<file path="src/rtl/mem_responder.sv">
// Memory-side responder: one request at a time over req/ack, fixed-latency completion.
// Optional stuck-at read-data fault injector enabled by defining MEM_FAULT_INJECT_EN.
module mem_responder #(
    parameter int                      p_DATA_WIDTH = 8,
    parameter int                      p_ADDR_WIDTH = 4,
    parameter int                      p_LATENCY    = 2,
    parameter logic [p_DATA_WIDTH-1:0] p_INIT_DATA  = '0
) (
    input  logic                    i_CLK,
    input  logic                    i_RST,
    input  logic                    i_REQ,
    input  logic                    i_WE,
    input  logic [p_ADDR_WIDTH-1:0] i_ADDR,
    input  logic [p_DATA_WIDTH-1:0] i_WDATA,
`ifdef MEM_FAULT_INJECT_EN
    input  logic                    i_FAULT_EN,
    input  logic [p_DATA_WIDTH-1:0] i_FAULT_MASK,
    input  logic [p_DATA_WIDTH-1:0] i_FAULT_VAL,
`endif
    output logic                    o_ACK,
    output logic [p_DATA_WIDTH-1:0] o_RDATA,
    output logic                    o_BUSY
);

    localparam int c_DEPTH = 2 ** p_ADDR_WIDTH;

    localparam logic [1:0] S_IDLE = 2'd0;
    localparam logic [1:0] S_WAIT = 2'd1;
    localparam logic [1:0] S_ACK  = 2'd2;

    localparam logic [3:0] c_CNT_INIT = (p_LATENCY >= 2) ? 4'(p_LATENCY - 2) : 4'd0;

    logic [1:0]              state_q, state_d;
    logic [3:0]              cnt_q, cnt_d;
    logic                    accept;
    logic                    enter_ack;

    logic                    we_q;
    logic [p_ADDR_WIDTH-1:0] addr_q;
    logic [p_DATA_WIDTH-1:0] wdata_q;

    logic                    op_we;
    logic [p_ADDR_WIDTH-1:0] op_addr;
    logic [p_DATA_WIDTH-1:0] op_wdata;
    logic [p_DATA_WIDTH-1:0] rd_word;

    logic [p_DATA_WIDTH-1:0] mem [c_DEPTH];

    assign accept = (state_q == S_IDLE) && i_REQ;

    // With p_LATENCY=1 the array is touched on the acceptance edge itself,
    // so the operation fields bypass the request latches in that case.
    assign op_we    = accept ? i_WE    : we_q;
    assign op_addr  = accept ? i_ADDR  : addr_q;
    assign op_wdata = accept ? i_WDATA : wdata_q;

    // NOTE: every variable driven here gets a default first so no latch is inferred.
    always_comb begin
        state_d   = state_q;
        cnt_d     = cnt_q;
        enter_ack = 1'b0;
        case (state_q)
            S_IDLE: begin
                if (i_REQ) begin
                    if (p_LATENCY == 1) begin
                        state_d   = S_ACK;
                        enter_ack = 1'b1;
                    end else begin
                        state_d = S_WAIT;
                        cnt_d   = c_CNT_INIT;
                    end
                end
            end
            S_WAIT: begin
                if (cnt_q == 4'd0) begin
                    state_d   = S_ACK;
                    enter_ack = 1'b1;
                end else begin
                    cnt_d = cnt_q - 4'd1;
                end
            end
            S_ACK:   state_d = S_IDLE;
            default: state_d = S_IDLE;
        endcase
    end

    // NOTE: sequential state uses non-blocking assignments so all flops update together.
    always_ff @(posedge i_CLK or posedge i_RST) begin
        if (i_RST) begin
            state_q <= S_IDLE;
            cnt_q   <= 4'd0;
            we_q    <= 1'b0;
            addr_q  <= '0;
            wdata_q <= '0;
        end else begin
            state_q <= state_d;
            cnt_q   <= cnt_d;
            if (accept) begin
                we_q    <= i_WE;
                addr_q  <= i_ADDR;
                wdata_q <= i_WDATA;
            end
        end
    end

    always_comb begin
        rd_word = mem[op_addr];
`ifdef MEM_FAULT_INJECT_EN
        if (i_FAULT_EN) begin
            rd_word = (rd_word & ~i_FAULT_MASK) | (i_FAULT_VAL & i_FAULT_MASK);
        end
`endif
    end

    // NOTE: the array must reinitialise on reset, so it is built from resettable
    // flops rather than an inferred RAM macro (which has no reset).
    always_ff @(posedge i_CLK or posedge i_RST) begin
        if (i_RST) begin
            for (int i = 0; i < c_DEPTH; i++) begin
                mem[i] <= p_INIT_DATA;
            end
        end else if (enter_ack && op_we) begin
            mem[op_addr] <= op_wdata;
        end
    end

    always_ff @(posedge i_CLK or posedge i_RST) begin
        if (i_RST) begin
            o_RDATA <= p_INIT_DATA;
        end else if (enter_ack && !op_we) begin
            o_RDATA <= rd_word;
        end
    end

    assign o_ACK  = (state_q == S_ACK);
    assign o_BUSY = (state_q != S_IDLE);

endmodule
</file>
<file path="config.mk">
export PLATFORM = sky130hd
export DESIGN_NAME = mem_responder
export DESIGN_NICKNAME = d
export VERILOG_FILES = /design/src/rtl/mem_responder.sv
export SDC_FILE = /design/constraint.sdc
export NUM_CORES = 1
export LEC_CHECK = 0
export ABC_CLOCK_PERIOD_IN_PS = 14600
export CAP_MARGIN = 20
export CORE_MARGIN = 2
export CORE_UTILIZATION = 40
export CTS_CLUSTER_SIZE = 28
export DETAILED_ROUTE_END_ITERATION = 6
export HOLD_SLACK_MARGIN = 0.1
export PLACE_DENSITY_LB_ADDON = 0.3
export SYNTH_ARGS = -nofsm -noshare
export SYNTH_HDL_FRONTEND = slang
export SYNTH_SLANG_ARGS = --single-unit
</file>
<file path="constraint.sdc">
create_clock -name i_CLK -period 14.6 [get_ports i_CLK]
set_input_delay 1.46 -clock i_CLK [delete_from_list [all_inputs] [get_ports i_CLK]]
set_output_delay 1.46 -clock i_CLK [all_outputs]
set_load 0.05 [all_outputs]
</file>
==> summary.txt, run 1 <==
status -> complete, no violations
crit path capture type -> flop
routed length per instance -> 20.7 um
Post-Synthesis Cells -> 649
vias in the first global route -> 5,296
R2R setup slack -> 11,100 ps
slew margin rel. -> 0.314
Final Wtd Congestion -> 0.842
crit-path cells -> clkdlybuf4s50_1, or3b_1, buf_4, a21oi_4, buf_4, inv_2, nand2_1, o22a_1, o311ai_0, o32a_1
placed instance count -> 876
Starting Density -> 0.405
Post-CTS Setup Repair Bufs -> 0
synth warn -> 0
RSZ-0062 raised after global routing -> no
Avg Inst Size Synth -> 11.1 um^2
P_sw -> 0.000716 W
Area growth syn-to-layout -> 14.6%
largest net degree at the start of global routing -> 85
Fmax achieved -> 222 MHz
root buffer cell -> clkbuf_16
Post-synth EDFFs -> 0
initial antenna violation count -> 0
CP endpoint -> o_RDATA[7]
CTS buffer count -> 17
Netlist cell types -> 53
Row Count -> 49
Reg2Reg Depth -> 9
# port buffers -> 25
remaining routing DRC violations -> 0
Synth top area share -> 0.537
setup violators final -> 0
number of diodes -> 0
Placeable Area -> 17,800 um^2
vias per cell -> 5.67
hold wc startpoint -> mem[75]
Final Hold Vio Count -> 0
data arrival time at the worst-slack endpoint -> 4810 ps
Max Cap Viol -> 0
CP required -> 14,910 ps
CTS tree -> yes
number of I/O pins -> 26
Crit-path slowest cell -> clkdlybuf4s50_1
most frequent cell on the critical path -> buf_4
Synth top cells by count -> dfrtp_1, nand2_1, mux2_2
R2R Path End -> o_RDATA[7]
Final ANT Viol Nets -> 0
drt initial violations -> 419
layout net count -> 686
RR Startpoint -> state_q[0]
max-slew violations -> 0
fill cell count -> 1,623
Setup crit start -> i_REQ
final WL -> 18,800 um
Detailed Place HPWL -> 12,800 um
Final period util -> 0.308
Clk network pwr share -> 0.237
grt total ovfl -> 0
Bufs on Longest Clock Path -> 2
layout cell share with drive strength beyond 1 -> 0.197
syn_nets -> 667
fin cells -> 910
sequential share of power -> 0.388
CTS Hold Bufs -> 0
Worst Setup Path Type -> in -> reg
CP startpoint kind -> input port
worst skew pair latency -> 430 ps
ys flop type -> dfrtp_1
Die Ht -> 138 um
Async SR Flop Fraction -> 1.00
Max VDD drop -> 0.000103 V
Final Critical Period -> 4500 ps
slowest stage delay, CP -> 510 ps
synth top area cells -> dfrtp_1, mux2_2, nand2_1, o21ai_0, mux2i_1
register area share after synthesis -> 0.537
area leader, netlist -> dfrtp_1
die footprint -> 19,200 um^2
Power Density -> 219 nW/um^2
clk sinks -> 155
Pint -> 0.00110 W
vias post-DR -> 5,161
pin slew with the least headroom to its limit -> 1030 ps
clock slew at reported path FFs -> 60 ps
DIE WIDTH -> 138 um
# resized after CTS -> 0
top-count cell post-synth -> dfrtp_1
CTS H-tree lvls -> 4
HP Class -> reg -> reg
leakage -> 3.69 nW
first-pass GRT wire length -> 30,300 um
Max FO, Critical Path -> 44
Sw Ratio -> 0.395
total track usage -> 0.205
post-synthesis cell area -> 7220 um^2
logic gate share of total power -> 0.376
Pre-Repair DR Iteration Count -> 5
total negative setup slack -> 0 ps
skew final -> 6.23 ps
number of synthesized register bits -> 155
placed cells by master (no fill, tap or decap), drive strengths merged, types with 6 or more instances in the layout:
cell and n:
buf 8, mux2i 27, clkinv 6, a31oi 6
clkbuf 20, o21ai 63, inv 17, a311oi 8
mux2 65, and3 17, dfrtp 155, a21oi 16
mux4 14, nand2 132, nor3 10, clkdlybuf4s50 25
nor2 38
power by group through the flow:
stage | Combinational [W] | Clock [W] | Sequential [W]
2_1_floorplan | 0.000467 | 0 | 0.000696
3_3_place_gp | 0.000653 | 0 | 0.000699
3_5_place_dp | 0.000678 | 0 | 0.000706
4_1_cts | 0.000679 | 0.000437 | 0.000700
5_1_grt | 0.000739 | 0.000458 | 0.000721
6_report | 0.000680 | 0.000429 | 0.000702
how the worst min path moves through the flow:
stage | endpoint | slack [ps] | cells past startpoint
finish | mem[75] | 480 | 2
detailed placement | mem[113] | 470 | 2
global route | mem[105] | 510 | 2
floorplan | mem[100] | 450 | 2
global placement | mem[105] | 460 | 2
CTS | mem[75] | 480 | 2
layout make-up:
type,count,area (um^2),share of cell area
clock buffers,20,447,0.0540
clock inverters,12,124,0.0150
inverters,17,68.8,0.00831
multi-input cells,444,3130,0.379
flip-flops and latches,155,3880,0.469
well taps,229,287,0.0346
repair buffers,33,338,0.0408
critical path, delay by kind of cell:
kind	cells	cell delay (ps)
AOI/OAI and AO/OA	4	920
buffers and inverters	4	1680
and+or+nand+nor	2	700
sequential cells by signal, indices dropped and copies added, names as in the netlist:
signal and count:
cnt_q 4, wdata_q 8, o_RDATA 8, addr_q 4, state_q 2, mem 128, we_q 1
logic make-up (layout without fill, tap and decap cells):
| logic type | Yosys count | after routing | share of synthesized area |
|---|---|---|---|
| flip-flops | 155 | 155 | 0.537 |
| multiplexers | 106 | 106 | 0.186 |
| AND/OR/NAND/NOR | 218 | 218 | 0.139 |
| AO/OA/AOI/OAI | 118 | 118 | 0.105 |
| adder cells (fa/ha/maj) | 2 | 2 | 0.00346 |
| buffers and inverters | 50 | 82 | 0.0305 |
metrics by stage:
stage | util | hold WS, ps | setup slack [ps] | total power [W] | area (um^2)
6_report | 0.464 | 483 | 10100 | 0.00181 | 8280
5_1_grt | 0.464 | 508 | 9930 | 0.00192 | 8280
4_1_cts | 0.462 | 485 | 10130 | 0.00182 | 8240
3_5_place_dp | 0.430 | 471 | 9690 | 0.00138 | 7670
3_3_place_gp | 0.429 | 462 | 9670 | 0.00135 | 7660
2_1_floorplan | - | 449 | 8960 | 0.00116 | 7220
layer usage:
layer | share of wire | GRT usage | up-vias
met5 | 0 | 0 | -
met4 | 0.030 | 0.0811 | 0
met3 | 0.044 | 0.0468 | 36
met2 | 0.49 | 0.330 | 150
met1 | 0.44 | 0.270 | 2633
li1 | - | - | 2342
Power figures use the tool's default switching activity.
==> run 2: changes to the inputs <==
ABC_CLOCK_PERIOD_IN_PS = 4200   (was 14600)
clock period = 4.2 ns   (was 14.6 ns; I/O delays follow)
==> run 2 against run 1 <==
Net effect: critical path depth down 2; hold slack worse by 180 ps; critical endpoint is now mem[32]; via count is 1.4% higher; non-clock buffer count grew 17; combinational power rose to 3.6 times the previous value; die area unchanged; core utilization up 0.88 points; global-route usage shrank 0.22 points; highest routed layer unchanged; sequential share of layout area down 0.87 points; worst setup slack lost 9100 ps; count of clock-buffer cells in the layout is 2 lower.
==> summary.txt, run 2 (synthesized netlist as in run 1, its figures left out) <==
number of I/O pins -> 26
CP required -> 4520 ps
HP Class -> in -> async
R2R setup slack -> 980 ps
Max VDD drop -> 0.000356 V
Setup crit start -> cnt_q[0]
crit path capture type -> flop
most common cell after layout, fill and taps aside -> dfrtp_1
register with the most flip-flops -> mem
max-slew violations -> 0
RSZ-0062 raised after global routing -> no
CP startpoint kind -> flop
Max Cap Viol -> 0
Final period util -> 0.766
CTS Hold Bufs -> 0
Placeable Area -> 17,800 um^2
# resized after CTS -> 0
skew final -> 11.4 ps
grt total ovfl -> 0
drt initial violations -> 414
crit-path cells -> inv_1, ha_1, nor3b_1, nand3_1, nor2_1, nand2_1, nor2_2, mux2_2
R2R Path End -> mem[32]
layout net count -> 703
Fmax achieved -> 311 MHz
root buffer cell -> clkbuf_16
pin slew with the least headroom to its limit -> 944 ps
Max FO, Critical Path -> 8
DIE WIDTH -> 138 um
initial antenna violation count -> 0
Crit-path slowest cell -> nor3b_1
first-pass GRT wire length -> 30,200 um
vias in the first global route -> 5,331
data arrival time at the worst-slack endpoint -> 3530 ps
layout cell share with drive strength beyond 1 -> 0.218
Post-CTS Setup Repair Bufs -> 0
Final Hold Vio Count -> 0
die footprint -> 19,200 um^2
routed length per instance -> 20.0 um
CTS tree -> yes
slowest stage delay, CP -> 590 ps
largest net degree at the start of global routing -> 58
RR Startpoint -> cnt_q[0]
biggest regs -> mem (128), o_RDATA (8), wdata_q (8)
Final Critical Period -> 3220 ps
setup violators final -> 0
Row Count -> 49
Starting Density -> 0.405
total track usage -> 0.203
Die Ht -> 138 um
Worst Setup Path Type -> reg -> reg
vias post-DR -> 5,231
# port buffers -> 25
clock slew at reported path FFs -> 70 ps
clk sinks -> 155
commonest non-fill, non-tap cells in the layout -> dfrtp_1, nand2_1, mux2_2, o21ai_0, nor2_1
max FFs per register -> 128
Area growth syn-to-layout -> 16.7%
CTS H-tree lvls -> 4
CTS buffer count -> 17
leakage -> 3.79 nW
Detailed Place HPWL -> 13,200 um
vias per cell -> 5.64
status -> complete, no violations
number of diodes -> 0
Reg2Reg Depth -> 8
worst skew pair latency -> 440 ps
final WL -> 18,600 um
Pre-Repair DR Iteration Count -> 5
Bufs on Longest Clock Path -> 2
Power Density -> 771 nW/um^2
total negative setup slack -> 0 ps
remaining routing DRC violations -> 0
slew margin rel. -> 0.365
fin util -> 0.473
Final ANT Viol Nets -> 0
Final Wtd Congestion -> 0.868
## run 2: cell types whose count changed in the layout (fill, tap and decap cells not counted), sizes merged
cell    delta
bufinv     +1
buf       +17
inv        +2
clkbuf     -2
clkinv     -1
## run 2: worst max-delay path by stage
| stage | endpoint | cells past startpoint |
|---|---|---|
| after floorplan | mem[64] | 8 |
| after global placement | mem[46] | 8 |
| after detailed placement | mem[42] | 8 |
| after CTS | mem[42] | 7 |
| after global routing | mem[42] | 7 |
| final | mem[32] | 8 |
## run 2: critical path: cells and delay by family (launching register included)
family	cells	cell delay, ps
simple gates	5	1990
buf+inv	1	100
mux	1	400
fa+ha+maj	1	170
flops	1	430
## run 2: where the power goes
group          switching (W)  internal, W
clock               0.000631     0.000937
sequential          0.000409      0.00204
combinational        0.00150     0.000980
total                0.00254      0.00396
## run 2: area by class of cell
class	instances	area, um^2
clock buffer	18	429
clock inverter	14	170
fill	1586	9410
inverter	17	67.6
multi-input combinational	444	3130
sequential	155	3880
tap	229	287
timing repair buffer	50	475
## run 2: metrics by stage
stage | cell area [um^2] | hold slack [ps] | setup slack, ps | cells | total power [W]
after floorplan | 7230 | 449 | 1730 | 649 | 0.00404
after global placement | 7810 | 461 | 679 | 894 | 0.00483
after detailed placement | 7810 | 470 | 635 | 894 | 0.00493
after CTS | 8410 | 483 | 1020 | 926 | 0.00651
after global routing | 8430 | 324 | 846 | 927 | 0.00687
final | 8430 | 299 | 984 | 927 | 0.00650
## run 2: layer usage
layer | vias up | GRT usage | share of wire
met2 | 173 | 0.323 | 0.48
met4 | 0 | 0.0682 | 0.020
met5 | - | 0 | 0
met3 | 40 | 0.0533 | 0.063
met1 | 2642 | 0.271 | 0.44
li1 | 2376 | - | -
==> run 3: changes to the inputs <==
ABC_CLOCK_PERIOD_IN_PS = 3210   (was 4200)
clock period = 3.21 ns   (was 4.2 ns; I/O delays follow)
==> run 3 against run 2 <==
Net effect: sequential share of layout area shrank 0.55 points; critical path depth shrank 1; wire length shrank 1.1%; die area is the same; total power grew 33%; register-to-register slack lost 620 ps; non-clock buffer count grew 11; flip-flop and latch count is the same; sequential power grew 30%; via count grew 0.38%; maximum frequency grew 13%; largest cell class unchanged; highest routed layer unchanged.
==> summary.txt, run 3 (synthesized netlist as in run 1, its figures left out) <==
remaining routing DRC violations -> 0
Pre-Repair DR Iteration Count -> 6
fin cells -> 937
Final Critical Period -> 2840 ps
slowest stage delay, CP -> 840 ps
vias post-DR -> 5,251
crit-path cells -> or3b_1, mux2i_4, buf_12, nor4_2, buf_4, nor2_1, a21oi_1
sequential share of power -> 0.368
biggest regs -> mem (128), o_RDATA (8), wdata_q (8)
worst skew pair latency -> 430 ps
Sw Ratio -> 0.385
Max Cap Viol -> 0
Fmax achieved -> 352 MHz
routed length per instance -> 19.6 um
clk sinks -> 155
leakage -> 3.84 nW
logic gate share of total power -> 0.387
Power Density -> 1010 nW/um^2
setup ws final -> 369 ps
number of diodes -> 0
Row Count -> 49
critical path's top delay family -> simple AND/OR/NAND/NOR gates
worst slack, placed -> 32.8 ps
drt initial violations -> 475
layout net count -> 714
CTS buffer count -> 17
Die Ht -> 138 um
largest net degree at the start of global routing -> 156
CP required -> 3560 ps
total negative setup slack -> 0 ps
pin slew with the least headroom to its limit -> 1030 ps
vias in the first global route -> 5,355
placed instance count -> 906
Final ANT Viol Nets -> 0
max FFs per register -> 128
# port buffers -> 25
data arrival time at the worst-slack endpoint -> 3200 ps
CP startpoint kind -> flop
Detailed Place HPWL -> 13,000 um
commonest non-fill, non-tap cells in the layout -> dfrtp_1, nand2_1, mux2_2, o21ai_0, buf_4
CTS tree -> yes
root buffer cell -> clkbuf_16
most common cell after layout, fill and taps aside -> dfrtp_1
Starting Density -> 0.405
max-slew violations -> 0
layout cell share with drive strength beyond 1 -> 0.232
Crit-path slowest cell -> nor4_2
vias per cell -> 5.60
RSZ-0062 raised after global routing -> no
slew margin rel. -> 0.311
Final Hold Vio Count -> 0
Max VDD drop -> 0.000571 V
total track usage -> 0.200
Final Power -> 0.00864 W
P_sw -> 0.00332 W
Max FO, Critical Path -> 24
Placeable Area -> 17,800 um^2
initial antenna violation count -> 0
Bufs on Longest Clock Path -> 2
Post-CTS Setup Repair Bufs -> 0
skew final -> 13.7 ps
Final period util -> 0.885
grt total ovfl -> 0
DIE WIDTH -> 138 um
status -> complete, no violations
clock slew at reported path FFs -> 60 ps
crit path capture type -> flop
HP Class -> in -> reg
Pint -> 0.00532 W
Worst Setup Path Type -> reg -> reg
fin util -> 0.478
register with the most flip-flops -> mem
first-pass GRT wire length -> 29,900 um
Area growth syn-to-layout -> 18.1%
Clk network pwr share -> 0.245
final WL -> 18,400 um
worst path bufs/invs -> 2
Final Wtd Congestion -> 0.894
die footprint -> 19,200 um^2
CTS H-tree lvls -> 4
setup violators final -> 0
fill cell count -> 1,591
number of I/O pins -> 26
## run 3: changes by cell type in the layout (fill, tap and decap cells not counted)
cell	delta
buf_4	+12
clkinv_2	-4
clkbuf_8	+3
buf_12	-1
clkbuf_1	-1
inv_6	+1
nor3b_1	-1
nor3b_2	+1
## run 3: metrics by stage
step / hold WS (ps) / area (um^2)
6_report: 444 / 8530
2_1_floorplan: 426 / 7230
5_1_grt: 448 / 8530
3_5_place_dp: 470 / 7900
3_3_place_gp: 462 / 7900
4_1_cts: 434 / 8530
## run 3: path summary, 6_finish.rpt
kind,startpoint,endpoint,slack (ps),cells after the start
max reg2reg,state_q[1],mem[2],370,7
min in group asynchronous,i_RST,mem[24],490,3
min,i_WE,we_q,440,3
max,state_q[1],mem[2],370,7
max in group asynchronous,i_RST,state_q[0],2150,3
min reg2reg,mem[121],mem[121],480,2
## run 3: tightest hold or removal path, cell delays in order
cell	delay, ps
clkdlybuf4s50_1	400
nand2_1	60
nand2_1	50
## run 3: cell type report
type / instances / area (um^2) / area share
sequential: 155 / 3880 / 0.454
multi-input combinational: 444 / 3130 / 0.367
timing repair buffer: 61 / 546 / 0.0639
clock buffer: 20 / 467 / 0.0547
tap: 229 / 287 / 0.0336
clock inverter: 11 / 159 / 0.0186
inverter: 17 / 67.6 / 0.00792
## run 3: layer usage
metal	track usage	part of all wire
met1	0.277	0.45
met2	0.314	0.48
met3	0.0405	0.053
met4	0.0773	0.022
met5	0	0
## run 3: timing repair
| action | in CTS | in global routing |
|---|---|---|
| hold buffers | 0 | 0 |
| gates resized for setup | 0 | 1 |
| endpoints found under the setup margin | 0 | 29 |
## run 3: power by group through the flow
stage / clock [W] / sequential, W / combinational (W)
floorplan: 0 / 0.00317 / 0.00212
global placement: 0 / 0.00317 / 0.00324
detailed placement: 0 / 0.00319 / 0.00333
CTS: 0.00216 / 0.00317 / 0.00334
global route: 0.00226 / 0.00327 / 0.00363
finish: 0.00212 / 0.00318 / 0.00335
